## config.mk

```make
export PLATFORM = sky130hd
export DESIGN_NAME = instr_fetch
export DESIGN_NICKNAME = d
export VERILOG_FILES = /design/src/rtl/mips_pkg.sv /design/src/rtl/next_pc_logic.sv /design/src/rtl/instr_fetch.sv
export SDC_FILE = /design/constraint.sdc
export NUM_CORES = 1
export LEC_CHECK = 0
export ABC_AREA = 0
export CAP_MARGIN = 10
export CORE_MARGIN = 2
export CORE_UTILIZATION = 45
export DETAILED_ROUTE_END_ITERATION = 10
export GPL_ROUTABILITY_DRIVEN = 0
export GPL_TIMING_DRIVEN = 0
export PLACE_DENSITY = 0.81
export SETUP_SLACK_MARGIN = 0.5
export SLEW_MARGIN = 20
export SYNTH_ARGS = -nofsm -noshare
export SYNTH_HDL_FRONTEND = slang
export SYNTH_SLANG_ARGS = --single-unit
```

## constraint.sdc

```tcl
create_clock -name clk -period 4.7 [get_ports clk]
set_input_delay 1.41 -clock clk [delete_from_list [all_inputs] [get_ports clk]]
set_output_delay 1.41 -clock clk [all_outputs]
set_load 0.01 [all_outputs]
```

## src/rtl/mips_pkg.sv

```systemverilog
// Shared MIPS definitions: opcodes, fetch FSM states and the default reset PC.
package mips_pkg;

  localparam logic [5:0] OP_RTYPE = 6'b000000;
  localparam logic [5:0] OP_LW    = 6'b100011;
  localparam logic [5:0] OP_SW    = 6'b101011;
  localparam logic [5:0] OP_BEQ   = 6'b000100;
  localparam logic [5:0] OP_ADDI  = 6'b001000;
  localparam logic [5:0] OP_J     = 6'b000010;

  typedef enum logic [1:0] {
    RESET = 2'd0,
    FETCH = 2'd1,
    EXEC  = 2'd2
  } fetch_state_t;

  localparam logic [31:0] DEFAULT_RESET_PC = 32'h0000_0000;

endpackage

```

## src/rtl/next_pc_logic.sv

```systemverilog
// Next-PC selection: jump beats taken branch, otherwise fall through to pc+4.
// Purely combinational so the pipelined core can reuse it unchanged.
module next_pc_logic (
  input  logic [31:0] pc_plus4,
  input  logic [31:0] imm_ext,
  input  logic [25:0] instr_index,
  input  logic        branch_in,
  input  logic        zero_in,
  input  logic        jump_in,
  output logic [31:0] next_pc
);

  // Priority select; 32-bit adds drop the carry so the PC wraps naturally.
  always_comb begin
    next_pc = pc_plus4;
    if (jump_in) begin
      next_pc = {pc_plus4[31:28], instr_index, 2'b00};
    end else if (branch_in && zero_in) begin
      next_pc = pc_plus4 + (imm_ext << 2);
    end
  end

endmodule

```

## src/rtl/instr_fetch.sv

```systemverilog
// Fetch stage of the single-cycle MIPS core: PC, instruction register,
// retired-instruction counter and the FETCH/EXEC sequencing FSM.
module instr_fetch
  import mips_pkg::*;
#(
  // Must be word-aligned; pc[1:0] stays 00 because every update is a multiple of 4.
  parameter logic [31:0] RESET_PC = DEFAULT_RESET_PC
) (
  input  logic         clk,
  input  logic         rst,
  input  logic         branch_in,
  input  logic         zero_in,
  input  logic [31:0]  imm_ext,
  input  logic         jump_in,
  input  logic         hold_in,
  output logic         imem_req,
  output logic [31:0]  imem_addr,
  input  logic         imem_ready,
  input  logic [31:0]  imem_rdata,
  output logic [31:0]  instr,
  output logic [5:0]   opcode,
  output logic         instr_valid,
  output logic [31:0]  pc,
  output logic [31:0]  pc_plus4,
  output logic [31:0]  instr_count,
  output fetch_state_t dbgState
);

  // Handshake: imem_req is high for the whole FETCH state with imem_addr
  // held at pc; a transfer happens on any rising edge where imem_req and
  // imem_ready are both high, and imem_rdata is captured on that same edge.
  // imem_ready is ignored whenever imem_req is low. A reset during FETCH
  // abandons the request without a transfer.

  fetch_state_t stateQ;
  logic [31:0]  nextPc;

  assign imem_req    = (stateQ == FETCH);
  assign instr_valid = (stateQ == EXEC);
  assign imem_addr   = pc;
  assign pc_plus4    = pc + 32'd4;
  assign opcode      = instr[31:26];
  assign dbgState    = stateQ;

  next_pc_logic uNextPc (
    .pc_plus4    (pc_plus4),
    .imm_ext     (imm_ext),
    .instr_index (instr[25:0]),
    .branch_in   (branch_in),
    .zero_in     (zero_in),
    .jump_in     (jump_in),
    .next_pc     (nextPc)
  );

  // FSM plus PC/instruction/count registers; reset overrides any pending
  // handshake or retire in the same cycle.
  always_ff @(posedge clk) begin
    if (rst) begin
      stateQ      <= RESET;
      pc          <= RESET_PC;
      instr       <= 32'd0;
      instr_count <= 32'd0;
    end else begin
      case (stateQ)
        RESET: begin
          stateQ <= FETCH;
        end
        FETCH: begin
          if (imem_ready) begin
            instr  <= imem_rdata;
            stateQ <= EXEC;
          end
        end
        EXEC: begin
          if (!hold_in) begin
            pc          <= nextPc;
            instr_count <= instr_count + 32'd1;
            stateQ      <= FETCH;
          end
        end
        default: begin
          stateQ <= RESET;
        end
      endcase
    end
  end

endmodule

```

== After elaboration in Yosys (flattened, before gate mapping) ==
Cells that the tools add are included.

* Add/sub/neg operators: 3
* Eq/ne operators: 4
* Multiplexer cells: 5
* Bitwise gates (word level): 1
* Reduce and logical (&&, ||, !) cells: 5

{| class="wikitable"
|+ Operators by type and width
! kind !! number
|-
| $mux W32 || 2
|-
| $add A32 B1 Y32 const B || 1
|-
| $add A32 B3 Y32 const B || 1
|-
| $add A32 B32 Y32 || 1
|-
| $pmux W2 S3 || 1
|-
| $reduce_and A2 Y1 || 3
|-
| $mux W2 || 2
|-
| $eq A2 B1 Y1 const B || 1
|-
| $eq A2 B2 Y1 const B || 1
|-
| $logic_not A2 Y1 || 1
|-
| $ne A2 B1 Y1 const B || 1
|-
| $ne A2 B2 Y1 const B || 1
|-
| $logic_and A1 B1 Y1 || 1
|-
| $not A1 Y1 || 1
|}

* Bits in registers: 98
* Bits of input ports: 71
* Word-level logic and storage cells: 22

== Logic depth before layout (Yosys ltp) ==
Gate-level depths: netlist of the first run.

* Word-level depth: 4
* Mapped depth: 15
* Depth with buffers taken out: 15

== By module ==
Synthesis of the first run repeated with hierarchy kept, for this count alone.

* Cells, all modules: 917
* Area, all modules: 6,760.2 um2

{| class="wikitable"
|+ By module, submodules not included
! module !! times used !! cells an instance !! area an instance (um2) !! sequential area each (um2)
|-
| instr_fetch || 1 || 603 || 4,680.7 || 1,961.9
|-
| next_pc_logic || 1 || 314 || 2,079.5 || 0.0
|}

== Worst setup path after synthesis of the first run ==
No wires, ideal clock.

* Kind: reg-to-reg
* From: register pc[12] (netlist: imem_addr[12])
* To: register pc[31] (netlist: imem_addr[31])
* Setup time: 0.066 ns
* Data arrival time: 3.951 ns
* Path slack: 0.683 ns
* Stages on the path, launching flop included: 12
* Path buffers: 0
* Clock period less this slack: 4.017 ns
* Path through: dfxtp_1 -> nand4_2 -> or4_4 -> or2_4 -> or3b_1 -> xnor2_1 -> ha_1 -> nand4_1 -> or4_1 -> a31oi_1 -> mux4_2 -> a21oi_2

* Word-level cells in the longest chain between the ends: 4

{| class="wikitable"
|+ Ends and longest elaborated chain
! what !! line !! text
|-
| start, declared || instr_fetch.sv:23 || <nowiki>output logic [31:0] pc,</nowiki>
|-
| start signal, assigned || instr_fetch.sv:76 || <nowiki>pc <= nextPc;</nowiki>
|-
| $add A32 B3 Y32 || instr_fetch.sv:41 || <nowiki>assign pc_plus4 = pc + 32'd4;</nowiki>
|-
| net pc_plus4[25] || instr_fetch.sv:24 || <nowiki>output logic [31:0] pc_plus4,</nowiki>
|-
| $add A32 B32 Y32 || next_pc_logic.sv:19 || <nowiki>next_pc = pc_plus4 + (imm_ext << 2);</nowiki>
|-
| $mux W32 || next_pc_logic.sv:18 || <nowiki>end else if (branch_in && zero_in) begin</nowiki>
|-
| $mux W32 || next_pc_logic.sv:16 || <nowiki>if (jump_in) begin</nowiki>
|}

The timed path passes the listed nets, and every way through them passes these cells.
A chain may end at the register's enable or synchronous reset.

== Final worst setup path of the first run ==
* From: input port imm_ext[2]
* To: register pc[31] (netlist: imem_addr[31])

* Word-level cells in the longest chain between the ends: 3

{| class="wikitable"
|+ Ends and longest elaborated chain
! what !! line !! text
|-
| start, declared || instr_fetch.sv:13 || <nowiki>input logic [31:0] imm_ext,</nowiki>
|-
| $add A32 B32 Y32 || next_pc_logic.sv:19 ||
|-
| $mux W32 || next_pc_logic.sv:18 ||
|-
| $mux W32 || next_pc_logic.sv:16 ||
|}

Every way passes these cells.

==> metrics.md, run 1 <==
| Metric | Value |
|---|---|
| First-pass GRT wire length | `33400 um` |
| Layout cells sized above 1 | `12.68%` |
| YS warnings | `0` |
| Power share of the clock group | `36.4%` |
| Fillers | `1119` |
| Die ar. | `0.01524 mm2` |
| Kind of end point of the critical path | `flip-flop` |
| CTS tree | `done` |
| Routed WL per cell | `17.41 um` |
| Prevailing post-synth register cell | `dfxtp_1` |
| Vias in the first global route | `6427` |
| CP required | `4980 ps` |
| Clock-pin transition on the worst setup and hold timing paths | `70 ps` |
| Routed vias | `7237` |
| Final hold vios | `0` |
| Static Leak | `3.876 nW` |
| Synth Cell Area | `0.006422 mm2` |
| Tot Pwr | `0.001900 W` |
| Nets@finish | `1232` |
| Seq/Total Area, Yosys | `29.92%` |
| Finish-stage setup viols | `0` |
| Hold Path Class | `flip-flop to flip-flop` |
| DRT iter0 DRCs | `645` |
| Crit path kind | `input pin to flip-flop` |
| Max Freq | `235.1 MHz` |
| Cells after Synth | `853` |
| Post-cts hold buffer count | `0` |
| Initial antenna violation count | `0` |
| Post-detail-place hpwl | `16740 um` |
| Relative slew slack | `50.22%` |
| Net Sw Power | `0.0005351 W` |
| Gr ovfl total | `0` |
| FF+latch count, synth | `96` |
| # clock sinks | `96` |
| Final instance area | `0.009743 mm2` |
| Syn Area/Cell | `7.529 um2` |
| Startpoint Class | `input pin` |
| Skew-Pair Late Insertion Delay | `350 ps` |
| Status | `finished clean` |
| Sequential power share | `44.8%` |
| Max_cap viols | `0` |
| Slew Limit Fails | `0` |
| Width of the die | `123.5 um` |
| Worst VDD drop | `0.0001485 V` |
| Final Skew | `10.74 ps` |
| Via density | `5.533` |
| PortBufs | `231` |
| Final Routed Wirelength | `22770 um` |
| Critical Path AT | `4540 ps` |
| Drt first pass iters | `6` |
| Row count | `43` |
| Int Pwr | `0.001365 W` |
| Io pins | `241` |
| DRC violations left | `0` |
| H-tree depth | `3` |
| Crit-path max FO | `5` |
| EDFF count, synth | `0` |
| Area growth from synthesis to layout | `51.70%` |
| Post-layout minimum cycle time | `4254 ps` |
| Antenna cells | `0` |
| CTS root buffer | `clkbuf_16` |
| Post-synth ARST share | `0%` |
| Sw Share | `28.16%` |
| CORE AREA | `0.01393 mm2` |
| Largest net degree at the start of global routing | `17` |
| Starting Density | `46.09%` |
| Final period util | `90.51%` |
| Vert. Die Dim | `123.5 um` |
| Slew @ Worst Pin | `743.9 ps` |
| RSZ-0062 raised after global routing | `true` |
| Post-DRT Antenna Nets | `0` |
| Power Density | `195.1 mW/mm2` |
| Combinational Power Share | `18.8%` |
| Netlist cell types | `61` |
| Cell area after placement | `0.008979 mm2` |
| Clock buffer depth | `2` |
| Inserted Clock Buffers | `9` |
| Overall routing resource usage | `28.30%` |
[power by group through the flow]
stage,registers (W),clock network (W),logic (W)
after global routing,0.000854,0.000731,0.000384
final,0.000851,0.000692,0.000357
after CTS,0.000852,0.000697,0.000341
after floorplan,0.000874,0,0.000160
after detailed placement,0.000872,0,0.000334
after global placement,0.000871,0,0.000332
[metal layers]
layer	routed length (um)	vias up	GRT usage (%)
met5	0	-	0
met4	699	0	9.943
met3	2031	51	5.535
met2	10660	372	46.12
met1	9383	3339	37.28
li1	-	3475	-
[cells in the mapped netlist, drive strengths merged, types with 3 or more instances]
library cell    n  area, um2
a211oi         14      105.1
a21o           14      105.1
a21oi          89      449.2
a31oi           9      56.30
and2            4      25.02
and3           14      87.58
buf            44      322.8
clkbuf         32      120.1
clkinv          3      12.51
dfxtp          96       1922
ha             37      462.9
inv             9      33.78
nand2         138      518.0
nand2b          3      18.77
nand3          27      135.1
nand4          16      106.4
nor2          100      375.4
nor2b           4      25.02
nor3           16      85.08
nor4            6      52.55
o211ai         11      82.58
o21a            7      52.55
o21ai          31      155.1
o21bai          5      37.54
o221ai          3      26.28
o31ai           5      37.54
or2             5      33.78
or3             5      31.28
or4             3      26.27
xnor2          31      271.5
xor2           45      394.1
[cell families after synthesis]
| group | after synthesis | synth area share, % |
|---|---|---|
| AND/OR/NAND/NOR | 346 | 24.33 |
| flip-flops | 96 | 29.92 |
| other | 1 | 0.05839 |
| multiplexers | 3 | 0.6624 |
| adder cells (fa/ha/maj) | 38 | 7.520 |
| XOR/XNOR | 76 | 10.36 |
| buffers and inverters | 88 | 7.617 |
| AO/OA/AOI/OAI | 205 | 19.52 |
[final cells by class]
class / instances / area, um2 / area share (%)
buffer: 76 / 442.9 / 4.546
clock buffer: 10 / 229.0 / 2.350
clock inverter: 6 / 45.04 / 0.4623
inverter: 12 / 46.29 / 0.4752
multi-input combinational: 674 / 4319 / 44.33
sequential: 96 / 1951 / 20.02
tap: 180 / 225.2 / 2.312
timing repair buffer: 254 / 2485 / 25.50
[what timing repair did]
action,in CTS,in global routing
buffers inserted,7,16
setup endpoints to repair,18,22
gates resized for setup,41,39
pin swaps,7,19
[per-stage QoR]
stage | worst slack [ps] | cells | TNS [ps] | hold WS (ps) | util [%]
2_1_floorplan | 682.9 | 858 | 0 | 487.8 | -
3_3_place_gp | -153.1 | 1269 | -260.9 | 454.4 | 64.43
3_5_place_dp | -164.5 | 1269 | -359.0 | 459.6 | 64.43
4_1_cts | 359.5 | 1292 | 0 | 471.2 | 67.89
5_1_grt | 339.4 | 1308 | 0 | 498.1 | 69.92
6_report | 446.0 | 1308 | 0 | 471.1 | 69.92
[layout by cell type, fill, tap and decap left out, drive strengths merged, types with 3 or more instances in the layout]
master | netlist | layout
o21a | 7 | 7
o21bai | 5 | 5
nand2 | 138 | 138
and3 | 14 | 14
o211ai | 11 | 11
dfxtp | 96 | 96
a31oi | 9 | 9
clkinv | 3 | 5
ha | 37 | 37
inv | 9 | 10
nor3 | 16 | 16
and2 | 4 | 4
nor4 | 6 | 6
clkinvlp | 0 | 3
clkdlybuf4s50 | 0 | 222
nor2 | 100 | 100
o21ai | 31 | 31
or4 | 3 | 3
clkbuf | 32 | 43
a211oi | 14 | 14
dlymetal6s2s | 0 | 5
nand2b | 3 | 3
buf | 44 | 68
conb | 1 | 6
or3 | 5 | 5
a21o | 14 | 14
a21oi | 89 | 89
nor2b | 4 | 4
xor2 | 45 | 45
or2 | 5 | 5
nand4 | 16 | 16
nand3 | 27 | 27
o221ai | 3 | 3
o31ai | 5 | 5
xnor2 | 31 | 31
[critical path, stage by stage]
cell	delay, ps
clkdlybuf4s50_1	470
ha_4	320
o21ai_1	80
o21bai_2	190
o211a_1	220
o21a_1	210
a31oi_4	130
or4_4	570
a31oi_4	230
mux4_2	550
a21oi_2	140
[final timing paths]
path	slack (ps)	cells past startpoint	start	end
worst max-delay path	450	11	imm_ext[2]	imem_addr[31]$_SDFFE_PP0P_
worst min-delay path	470	2	instr[21]$_SDFFE_PP0P_	instr[21]$_SDFFE_PP0P_
worst max register to register	570	16	imem_addr[3]$_SDFFE_PP0P_	imem_addr[31]$_SDFFE_PP0P_
worst min register to register	470	2	instr[21]$_SDFFE_PP0P_	instr[21]$_SDFFE_PP0P_
[state kept, by name, indices dropped and copies added, names as in the netlist]
name and flops:
dbgState 2, imem_addr 30, instr 32, instr_count 32
Note: power is estimated with default switching activity, not from simulation.
==> run 2: changes to the inputs <==
--- a/config.mk
+++ b/config.mk
@@ -9,6 +9,7 @@
 export CAP_MARGIN = 10
 export CORE_MARGIN = 2
 export CORE_UTILIZATION = 45
+export CTS_CLUSTER_SIZE = 10
 export DETAILED_ROUTE_END_ITERATION = 10
 export GPL_ROUTABILITY_DRIVEN = 0
 export GPL_TIMING_DRIVEN = 0
==> results of run 2 <==
No change in the layout: final DEF, timing and power equal those of run 1.
